<file path="src/rtl/adc_seq_ctrl_if.sv">
// Result port between the ADC sequencer (master) and the SoC register block (slave).
interface adc_seq_ctrl_if;
    logic       rd;
    logic [9:0] data;
    logic       data_valid;
    logic       overrun;
    logic       timeout;
    logic       irq;

    modport master (input rd, output data, output data_valid, output overrun, output timeout, output irq);
    modport slave  (output rd, input data, input data_valid, input overrun, input timeout, input irq);
endinterface

</file>
<file path="src/rtl/adc_seq_ctrl.sv">
// Sequencer for the 10-bit SAR ADC macro: start/EOC handshake, 1/2/4/8-sample
// averaging and a valid/read result port with overrun, timeout and interrupt.
module adc_seq_ctrl #(
    parameter int START_CYCLES   = 3,
    parameter int TIMEOUT_CYCLES = 32,
    parameter int GAP_CYCLES     = 4
) (
    input  logic           clk,
    input  logic           resetn,
    input  logic           enable,
    input  logic           continuous,
    input  logic           trig,
    input  logic [1:0]     avg_log2,
    input  logic           adc_eoc,
    input  logic [9:0]     adc_d,
    output logic           adc_en,
    output logic           adc_start,
    output logic           busy,
    adc_seq_ctrl_if.master host
);
    localparam int CNT_MAX0 = (TIMEOUT_CYCLES > GAP_CYCLES) ? TIMEOUT_CYCLES : GAP_CYCLES;
    localparam int CNT_MAX  = (CNT_MAX0 > START_CYCLES) ? CNT_MAX0 : START_CYCLES;
    localparam int CNT_W    = $clog2(CNT_MAX + 1);

    localparam logic [CNT_W-1:0] START_LAST   = CNT_W'(START_CYCLES - 1);
    localparam logic [CNT_W-1:0] TIMEOUT_LAST = CNT_W'(TIMEOUT_CYCLES - 1);
    localparam logic [CNT_W-1:0] GAP_LAST     = CNT_W'(GAP_CYCLES - 1);

    typedef enum logic [2:0] {
        IDLE,
        START,
        WAIT_LOW,
        WAIT_HIGH,
        CAPTURE,
        GAP
    } state_t;

    state_t           state, state_nxt;
    logic [CNT_W-1:0] cnt, cnt_nxt;
    logic [12:0]      acc, acc_nxt, sum;
    logic [3:0]       n, n_nxt, n_inc;
    logic [1:0]       avg_q, avg_nxt;
    logic             eoc_q;
    logic [9:0]       data_q, data_nxt;
    logic             valid_q, valid_nxt;
    logic             overrun_q, overrun_nxt;
    logic             timeout_q, timeout_nxt;

    assign adc_start       = (state == START);
    assign busy            = (state != IDLE);
    assign host.data       = data_q;
    assign host.data_valid = valid_q;
    assign host.overrun    = overrun_q;
    assign host.timeout    = timeout_q;
    assign host.irq        = valid_q | timeout_q;

    assign sum   = acc + {3'b000, adc_d};
    assign n_inc = n + 4'd1;

    always_comb begin
        // NOTE: every variable gets a default here so no path can infer a latch.
        state_nxt   = state;
        cnt_nxt     = cnt + 1'b1;
        acc_nxt     = acc;
        n_nxt       = n;
        avg_nxt     = avg_q;
        data_nxt    = data_q;
        valid_nxt   = valid_q & ~host.rd;
        overrun_nxt = overrun_q;
        timeout_nxt = timeout_q;

        // Sticky flags clear on the enable rising edge (adc_en is enable delayed).
        if (enable && !adc_en) begin
            overrun_nxt = 1'b0;
            timeout_nxt = 1'b0;
        end

        if (!enable) begin
            state_nxt = IDLE;
            cnt_nxt   = '0;
            acc_nxt   = '0;
            n_nxt     = '0;
        end else begin
            case (state)
                IDLE: begin
                    cnt_nxt = '0;
                    if (adc_en && eoc_q && (continuous || trig)) begin
                        state_nxt = START;
                        acc_nxt   = '0;
                        n_nxt     = '0;
                        avg_nxt   = avg_log2;
                    end
                end
                START: begin
                    if (cnt == START_LAST) state_nxt = WAIT_LOW;
                end
                WAIT_LOW, WAIT_HIGH: begin
                    // The timeout counter runs from START entry through both waits.
                    if (cnt == TIMEOUT_LAST) begin
                        timeout_nxt = 1'b1;
                        acc_nxt     = '0;
                        n_nxt       = '0;
                        cnt_nxt     = '0;
                        state_nxt   = GAP;
                    end else if (state == WAIT_LOW && !eoc_q) begin
                        state_nxt = WAIT_HIGH;
                    end else if (state == WAIT_HIGH && eoc_q) begin
                        state_nxt = CAPTURE;
                    end
                end
                CAPTURE: begin
                    cnt_nxt = '0;
                    if (n_inc == (4'd1 << avg_q)) begin
                        data_nxt    = 10'(sum >> avg_q);
                        valid_nxt   = 1'b1;
                        overrun_nxt = overrun_nxt | (valid_q & ~host.rd);
                        acc_nxt     = '0;
                        n_nxt       = '0;
                        state_nxt   = continuous ? GAP : IDLE;
                    end else begin
                        acc_nxt   = sum;
                        n_nxt     = n_inc;
                        state_nxt = GAP;
                    end
                end
                GAP: begin
                    if (cnt == GAP_LAST) begin
                        // n != 0 means an average is still collecting samples.
                        if (n != '0 || continuous) begin
                            state_nxt = START;
                            cnt_nxt   = '0;
                            if (n == '0) avg_nxt = avg_log2;
                        end else begin
                            state_nxt = IDLE;
                        end
                    end
                end
                default: begin
                    state_nxt = IDLE;
                    cnt_nxt   = '0;
                end
            endcase
        end
    end

    always_ff @(posedge clk or negedge resetn) begin
        if (!resetn) begin
            state     <= IDLE;
            cnt       <= '0;
            acc       <= '0;
            n         <= '0;
            avg_q     <= '0;
            eoc_q     <= 1'b0;
            adc_en    <= 1'b0;
            data_q    <= '0;
            valid_q   <= 1'b0;
            overrun_q <= 1'b0;
            timeout_q <= 1'b0;
        end else begin
            // NOTE: non-blocking assignments so every register samples pre-edge values.
            state     <= state_nxt;
            cnt       <= cnt_nxt;
            acc       <= acc_nxt;
            n         <= n_nxt;
            avg_q     <= avg_nxt;
            eoc_q     <= adc_eoc;
            adc_en    <= enable;
            data_q    <= data_nxt;
            valid_q   <= valid_nxt;
            overrun_q <= overrun_nxt;
            timeout_q <= timeout_nxt;
        end
    end
endmodule

</file>
<file path="src/flat_wrapper.sv">
// flat-port wrapper written by rule: the top's interface ports become plain ports
module adc_seq_ctrl_flat 
#(
    parameter int START_CYCLES   = 3,
    parameter int TIMEOUT_CYCLES = 32,
    parameter int GAP_CYCLES     = 4
)
  (clk, resetn, enable, continuous, trig, avg_log2, adc_eoc, adc_d, adc_en, adc_start, busy, host_rd, host_data, host_data_valid, host_overrun, host_timeout, host_irq);
  adc_seq_ctrl_if host_i ();
  input  logic clk;
  input  logic resetn;
  input  logic enable;
  input  logic continuous;
  input  logic trig;
  input  logic [1:0] avg_log2;
  input  logic adc_eoc;
  input  logic [9:0] adc_d;
  output logic adc_en;
  output logic adc_start;
  output logic busy;
  input wire logic [$bits(host_i.rd)-1:0] host_rd;
  output wire logic [$bits(host_i.data)-1:0] host_data;
  output wire logic [$bits(host_i.data_valid)-1:0] host_data_valid;
  output wire logic [$bits(host_i.overrun)-1:0] host_overrun;
  output wire logic [$bits(host_i.timeout)-1:0] host_timeout;
  output wire logic [$bits(host_i.irq)-1:0] host_irq;
  assign host_i.rd = host_rd;
  assign host_data = host_i.data;
  assign host_data_valid = host_i.data_valid;
  assign host_overrun = host_i.overrun;
  assign host_timeout = host_i.timeout;
  assign host_irq = host_i.irq;
  adc_seq_ctrl #(.START_CYCLES(START_CYCLES), .TIMEOUT_CYCLES(TIMEOUT_CYCLES), .GAP_CYCLES(GAP_CYCLES)) u_core (.clk(clk), .resetn(resetn), .enable(enable), .continuous(continuous), .trig(trig), .avg_log2(avg_log2), .adc_eoc(adc_eoc), .adc_d(adc_d), .adc_en(adc_en), .adc_start(adc_start), .busy(busy), .host(host_i));
endmodule
</file>
<file path="config.mk">
export PLATFORM = sky130hd
export DESIGN_NAME = adc_seq_ctrl_flat
export DESIGN_NICKNAME = d
export VERILOG_FILES = /design/src/rtl/adc_seq_ctrl_if.sv /design/src/rtl/adc_seq_ctrl.sv /design/src/flat_wrapper.sv
export SDC_FILE = /design/constraint.sdc
export NUM_CORES = 1
export LEC_CHECK = 0
export ABC_AREA = 1
export CAP_MARGIN = 20
export CORE_ASPECT_RATIO = 0.8
export CORE_UTILIZATION = 45
export CTS_BUF_LIST = sky130_fd_sc_hd__clkbuf_8
export DETAILED_ROUTE_END_ITERATION = 16
export PLACE_DENSITY_LB_ADDON = 0.2
export SLEW_MARGIN = 15
export SYNTH_ARGS = -nofsm -noshare
export SYNTH_HDL_FRONTEND = slang
export SYNTH_SLANG_ARGS = --single-unit
</file>
<file path="constraint.sdc">
create_clock -name clk -period 1.8 [get_ports clk]
set_input_delay 0.18 -clock clk [delete_from_list [all_inputs] [get_ports clk]]
set_output_delay 0.18 -clock clk [all_outputs]
set_load 0.05 [all_outputs]
</file>
# Yosys cells after proc, flatten, opt, wreduce, memory -nomap -nowiden
# Cells that the tools add are included.
# totals
register_bits	43
in_bits	19
# classes
n_addsub	3
n_eq_ne	19
shift	2
mux	42
n_bitwise	4
reduce_logical	19
# op_table
cell	count
2-to-1 mux 13 bit	4
one-hot mux 13 bit (3 select lines)	1
2-to-1 mux 3 bit	9
2-to-1 mux 6 bit	4
one-hot mux 6 bit (3 select lines)	1
2-to-1 mux 4 bit	4
one-hot mux 3 bit (5 select lines)	1
adder 13 x 10 -> 13 bit	1
>> shifter 13 x 2 -> 10 bit	1
equality test 6 x 2 -> 1 bit (second input constant)	2
2-to-1 mux 1 bit	12
inequality test 3 x 2 -> 1 bit (second input constant)	4
one-hot mux 4 bit (3 select lines)	1
2-to-1 mux 2 bit	4
inequality test 2 x 1 -> 1 bit (second input constant)	4
adder 6 x 1 -> 6 bit (second input constant)	1
equality test 3 x 2 -> 1 bit (second input constant)	2
equality test 3 bit (second input constant)	2
equality test 6 x 5 -> 1 bit (second input constant)	1
AND reduction 3 bit	2
AND reduction 6 bit	1
logical AND 1 bit	5
inequality test 5 x 2 -> 1 bit (second input constant)	1
adder 4 x 1 -> 4 bit (second input constant)	1
17 further kinds	20

# Depth between registers and ports, before layout
# logic_depth
depth_word	7
mapped_depth	15
ltp_nobuf	15

# Worst setup path after synthesis
# Ideal clock, no wire load.
# synth_path
kind	register -> register
start	register u_core.state[1]
end	register u_core.cnt[3]
setup_time_ps	63
t_arrival_ps	1844
t_required_ps	1737
slack_ps	-107
path_stages_with_launch	7
n_path_buf	0
path_cell_list	dfrtp_1 > inv_1 > nand2_1 > nor2_1 > o21ai_1 > or2_2 > inv_1
# synth_rtl
item	line_no	rtl
start, declared	adc_seq_ctrl.sv:38	state_t state, state_nxt;
start signal, assigned	adc_seq_ctrl.sv:161	state <= state_nxt;
equality test 3 x 1 -> 1 bit	n/a	
net adc_start	flat_wrapper.sv:19	output logic adc_start;
one-hot mux 6 bit (3 select lines)	adc_seq_ctrl.sv:84	case (state)
2-to-1 mux 6 bit	adc_seq_ctrl.sv:78	if (!enable) begin
net u_core.cnt_nxt[3]	adc_seq_ctrl.sv:39	logic [CNT_W-1:0] cnt, cnt_nxt;
end signal, assigned	adc_seq_ctrl.sv:162	cnt <= cnt_nxt;
end, declared	adc_seq_ctrl.sv:39	
# The timed path passes the listed nets, and every way through them passes these cells.
# A chain may end at the register's enable or synchronous reset.

# Final worst setup path
# layout_path
start	register u_core.acc[0]
end	register u_core.data_q[6] (netlist: u_core.host.data[6])
# layout_via
elab_chain_len	2
# layout_lines
item	line_no	rtl
start, declared	adc_seq_ctrl.sv:40	logic [12:0] acc, acc_nxt, sum;
start signal, assigned	adc_seq_ctrl.sv:163	acc <= acc_nxt;
adder 13 x 10 -> 13 bit	adc_seq_ctrl.sv:57	assign sum = acc + {3'b000, adc_d};
>> shifter 13 x 2 -> 10 bit	adc_seq_ctrl.sv:114	data_nxt = 10'(sum >> avg_q);
end signal, assigned	adc_seq_ctrl.sv:168	data_q <= data_nxt;
end, declared	adc_seq_ctrl.sv:44	logic [9:0] data_q, data_nxt;
# Every way passes these cells.

==> results.yml <==
logic_synthesis:
  yosysTopAreaCell: "dfrtp_1"
  async_reset_ff_frac: 1.00
  yosysSeqAreaShare: 0.365
  synth_cell_types: 33
  synth_fp_nets: 456
  synth_top_area_frac: 0.365
  yosys_most_used_dff: "dfrtp_1"
  synth-seq-cells: 43
  synth_edf_count: 0
  syn_area_per_cell_um2: 6.99
  synth.cell_area_um2: 2950
  netlist_instances: 422
  synth_area_leaders: "dfrtp_1, nand2_1, nand3_1"
  synth_warnings: 0
setup_path:
  critPathLaunch: "u_core.acc[0]$_DFFE_PN0P_"
  critPathCapture: "u_core.host.data[6]$_DFFE_PN0P_"
  cp_slowest_stage_delay_ps: 370
  slowest_stage: "dfrtp_1"
  end_kind: "flop"
  r2r_start: "u_core.acc[0]$_DFFE_PN0P_"
  regToRegSetupSlack_ps: -80
  critPathBufInv: 2
  crit_arrival_ps: 2080
  cp_cell_sequence: "ha_2 -> inv_2 -> fa_2 -> inv_2 -> nand3_2 -> nand3_4 -> nand2_2 -> nand3_2 -> nand2_2 -> nand2_2 -> nand2_1 -> nand2_2 -> nand2_1 -> nand3_1 -> nand2_1"
  worstSetupStartpointType: "flop"
  rr_worst_depth: 15
  cp_max_fo: 4
  crit_type: "reg -> reg"
  reg2reg_to: "u_core.host.data[6]$_DFFE_PN0P_"
  crit_family: "simple AND/OR/NAND/NOR gates"
  cp_num_cells: 15
  cp.required_ps: 2000
  cpMostUsedCell: "nand2_2"
clock_network:
  path_clk_slew_ps: 90
  insertion_delay_ps: 300
  cts.sinks: 43
  tritoncts: "done"
  htreeDepth: 2
  cts_root_buffer: "clkbuf_8"
  cts.path.max_buffers: 2
  cts_buffers: 5
detailed_routing:
  drt_iter0_drc: 241
  viasPerCell: 5.20
  ant_nets: 0
  wl_per_cell_um: 13.9
  vias: 3097
  drtPass1Iterations: 5
  drt_wl_total_mm: 8.28
  drc_errors: 0
timing:
  fin_crit_ps: 1880
  fin_crit_sh: 1.04
  hold_viol_final: 0
  slew_headroom: 0.614
  timing.final.ws_setup_ps: -77.2
  max_clock_freq_mhz: 533
  final_max_slew_viol_count: 0
  setup_viol: 11
  worst_slew_pin_slew_ps: 579
  finClkSkew_ps: 9.32
  hold_ws_ps: 314
  grt_setup_unrepaired: "yes"
grt:
  grt_overflow: 0
  track_usage: 0.249
  grt_pass1_wl_mm: 13.4
  grt_antenna_before_repair: 0
  grt_pass1_vias: 2914
  grt_max_degree: 44
pwr:
  vdd_drop_max_v: 0.000756
  total_power_uw: 5190
  powerDensity_nw_per_um2: 1220
  leakagePower_uw: 0.00216
placed_design:
  port_buffers: 35
  dp_slack_ps: -396
  gp_congestion: 0.913
  post-dp-hpwl_mm: 5.86
final_layout:
  area.sequential_um2: 1080
  num_antenna_cells: 0
  nets: 548
  drive_above_1_share: 0.301
  num-fill-cells: 496
  area_delta_synth_final_pct: 44.7
  multi_input_area_um2: 1970
run_status:
  violations: "setup timing"
  status: "finished with violations"
floorplanning:
  core-area_um2: 6100
  fp-row-count: 25
  io_pins: 36
  initial_core_util: 0.484
  die_x_um: 92.5
  die-area_um2: 6890
  die_h_um: 74.4
job:
  max-cap-violations: 0
min_path:
  hold_class: "in -> reg"
[layout make-up]
type / count / area share
Clock buffer: 5 / 0.0161
Clock inverter: 3 / 0.00293
Inverter: 58 / 0.0528
Multi-Input combinational cell: 314 / 0.462
Sequential cell: 43 / 0.252
Tap cell: 81 / 0.0237
Timing Repair Buffer: 92 / 0.190
[repair_timing]
action / CTS / global route
buffers inserted: 3 / 11
pin swaps: 7 / 17
hold buffers: 1 / 0
endpoints found under the setup margin: 21 / 37
resized for setup: 28 / 72
hold endpoints to repair: 43 / 0
[flip-flops by register name (all words and copies together) (netlist names), 2 cells and up]
register	cells
u_core.avg_q	2
u_core.n	4
u_core.cnt	6
u_core.state	3
u_core.acc	13
u_core.host.data	10
[per-layer routing]
layer,share of wire,up-vias,GRT usage,wire length (um)
li1,-,1553,-,-
met1,0.47,1452,0.344,3870
met2,0.47,83,0.420,3900
met3,0.053,9,0.0389,436
met4,0.0080,0,0.0538,66
met5,0,-,0,0
[kinds of logic after synthesis]
family	Yosys count	share of synthesized area
AND/OR/NAND/NOR	243	0.358
buffers and inverters	65	0.0920
AO/OA/AOI/OAI	48	0.0950
flip-flops	43	0.365
adder cells (fa/ha/maj)	15	0.0662
XOR/XNOR	8	0.0237
[layout by cell type, fill, tap and decap left out, types with 3 or more instances in the layout]
| cell type | n |
|---|---|
| clkdlybuf4s50_1 | 31 |
| inv_4 | 3 |
| buf_6 | 6 |
| nand2_2 | 15 |
| clkbuf_8 | 5 |
| nor2_2 | 10 |
| o22ai_1 | 3 |
| dfrtp_1 | 43 |
| or2_2 | 5 |
| a21oi_1 | 4 |
| o21ai_2 | 3 |
| a21oi_2 | 4 |
| ha_1 | 3 |
| nand3_1 | 34 |
| nand4_1 | 6 |
| nor2_1 | 20 |
| inv_2 | 5 |
| a22o_1 | 3 |
| nor3_2 | 3 |
| inv_1 | 52 |
| ha_2 | 3 |
| buf_4 | 50 |
| o21ai_1 | 9 |
| xor2_1 | 3 |
| xnor2_2 | 3 |
| nand2_1 | 118 |
| ha_4 | 8 |
| o211ai_1 | 3 |
| o21ai_0 | 14 |
| nand3b_1 | 4 |
| nand3_2 | 19 |
[worst min-delay path by stage]
stage	from	endpoint	slack (ps)	cells after the start
5_1_grt	adc_eoc	u_core.eoc_q$_DFF_PN0_	320	1
3_3_place_gp	resetn	u_core.acc[5]$_DFFE_PN0P_	300	2
6_report	adc_eoc	u_core.eoc_q$_DFF_PN0_	310	1
4_1_cts	adc_eoc	u_core.eoc_q$_DFF_PN0_	310	1
3_5_place_dp	resetn	u_core.acc[3]$_DFFE_PN0P_	300	2
2_1_floorplan	resetn	u_core.acc[0]$_DFFE_PN0P_	-120	0
[cells in the mapped netlist (2+ instances only)]
library cell,n
o211ai_1,3
nor2_1,30
ha_1,14
nor3_1,5
clkbuf_1,2
nand3b_1,4
nand3_1,52
nand4_1,6
nand3_2,3
a21oi_1,7
xnor2_1,4
nand2_1,135
or2_2,5
and2_1,2
buf_6,3
xor2_1,4
o21ai_0,25
dfrtp_1,43
o22ai_1,3
inv_2,3
a22o_1,3
inv_1,55
[metrics by stage]
step / TNS, ps / std cells / area [um^2] / utilization
global placement: -4530 / 573 / 3670 / 0.601
finish: -498 / 596 / 4270 / 0.700
CTS: -287 / 585 / 3930 / 0.644
floorplan: 0 / 422 / 2960 / -
global route: -2060 / 596 / 4270 / 0.700
detailed placement: -5360 / 573 / 3670 / 0.601
[report_power, final]
part           internal [uW]  switching (uW)  total (uW)
registers               1140             151        1290
logic                   1310            1990        3300
clock network            262             337         599
total                   2710            2480        5190
(Power assumes the default switching activity.)
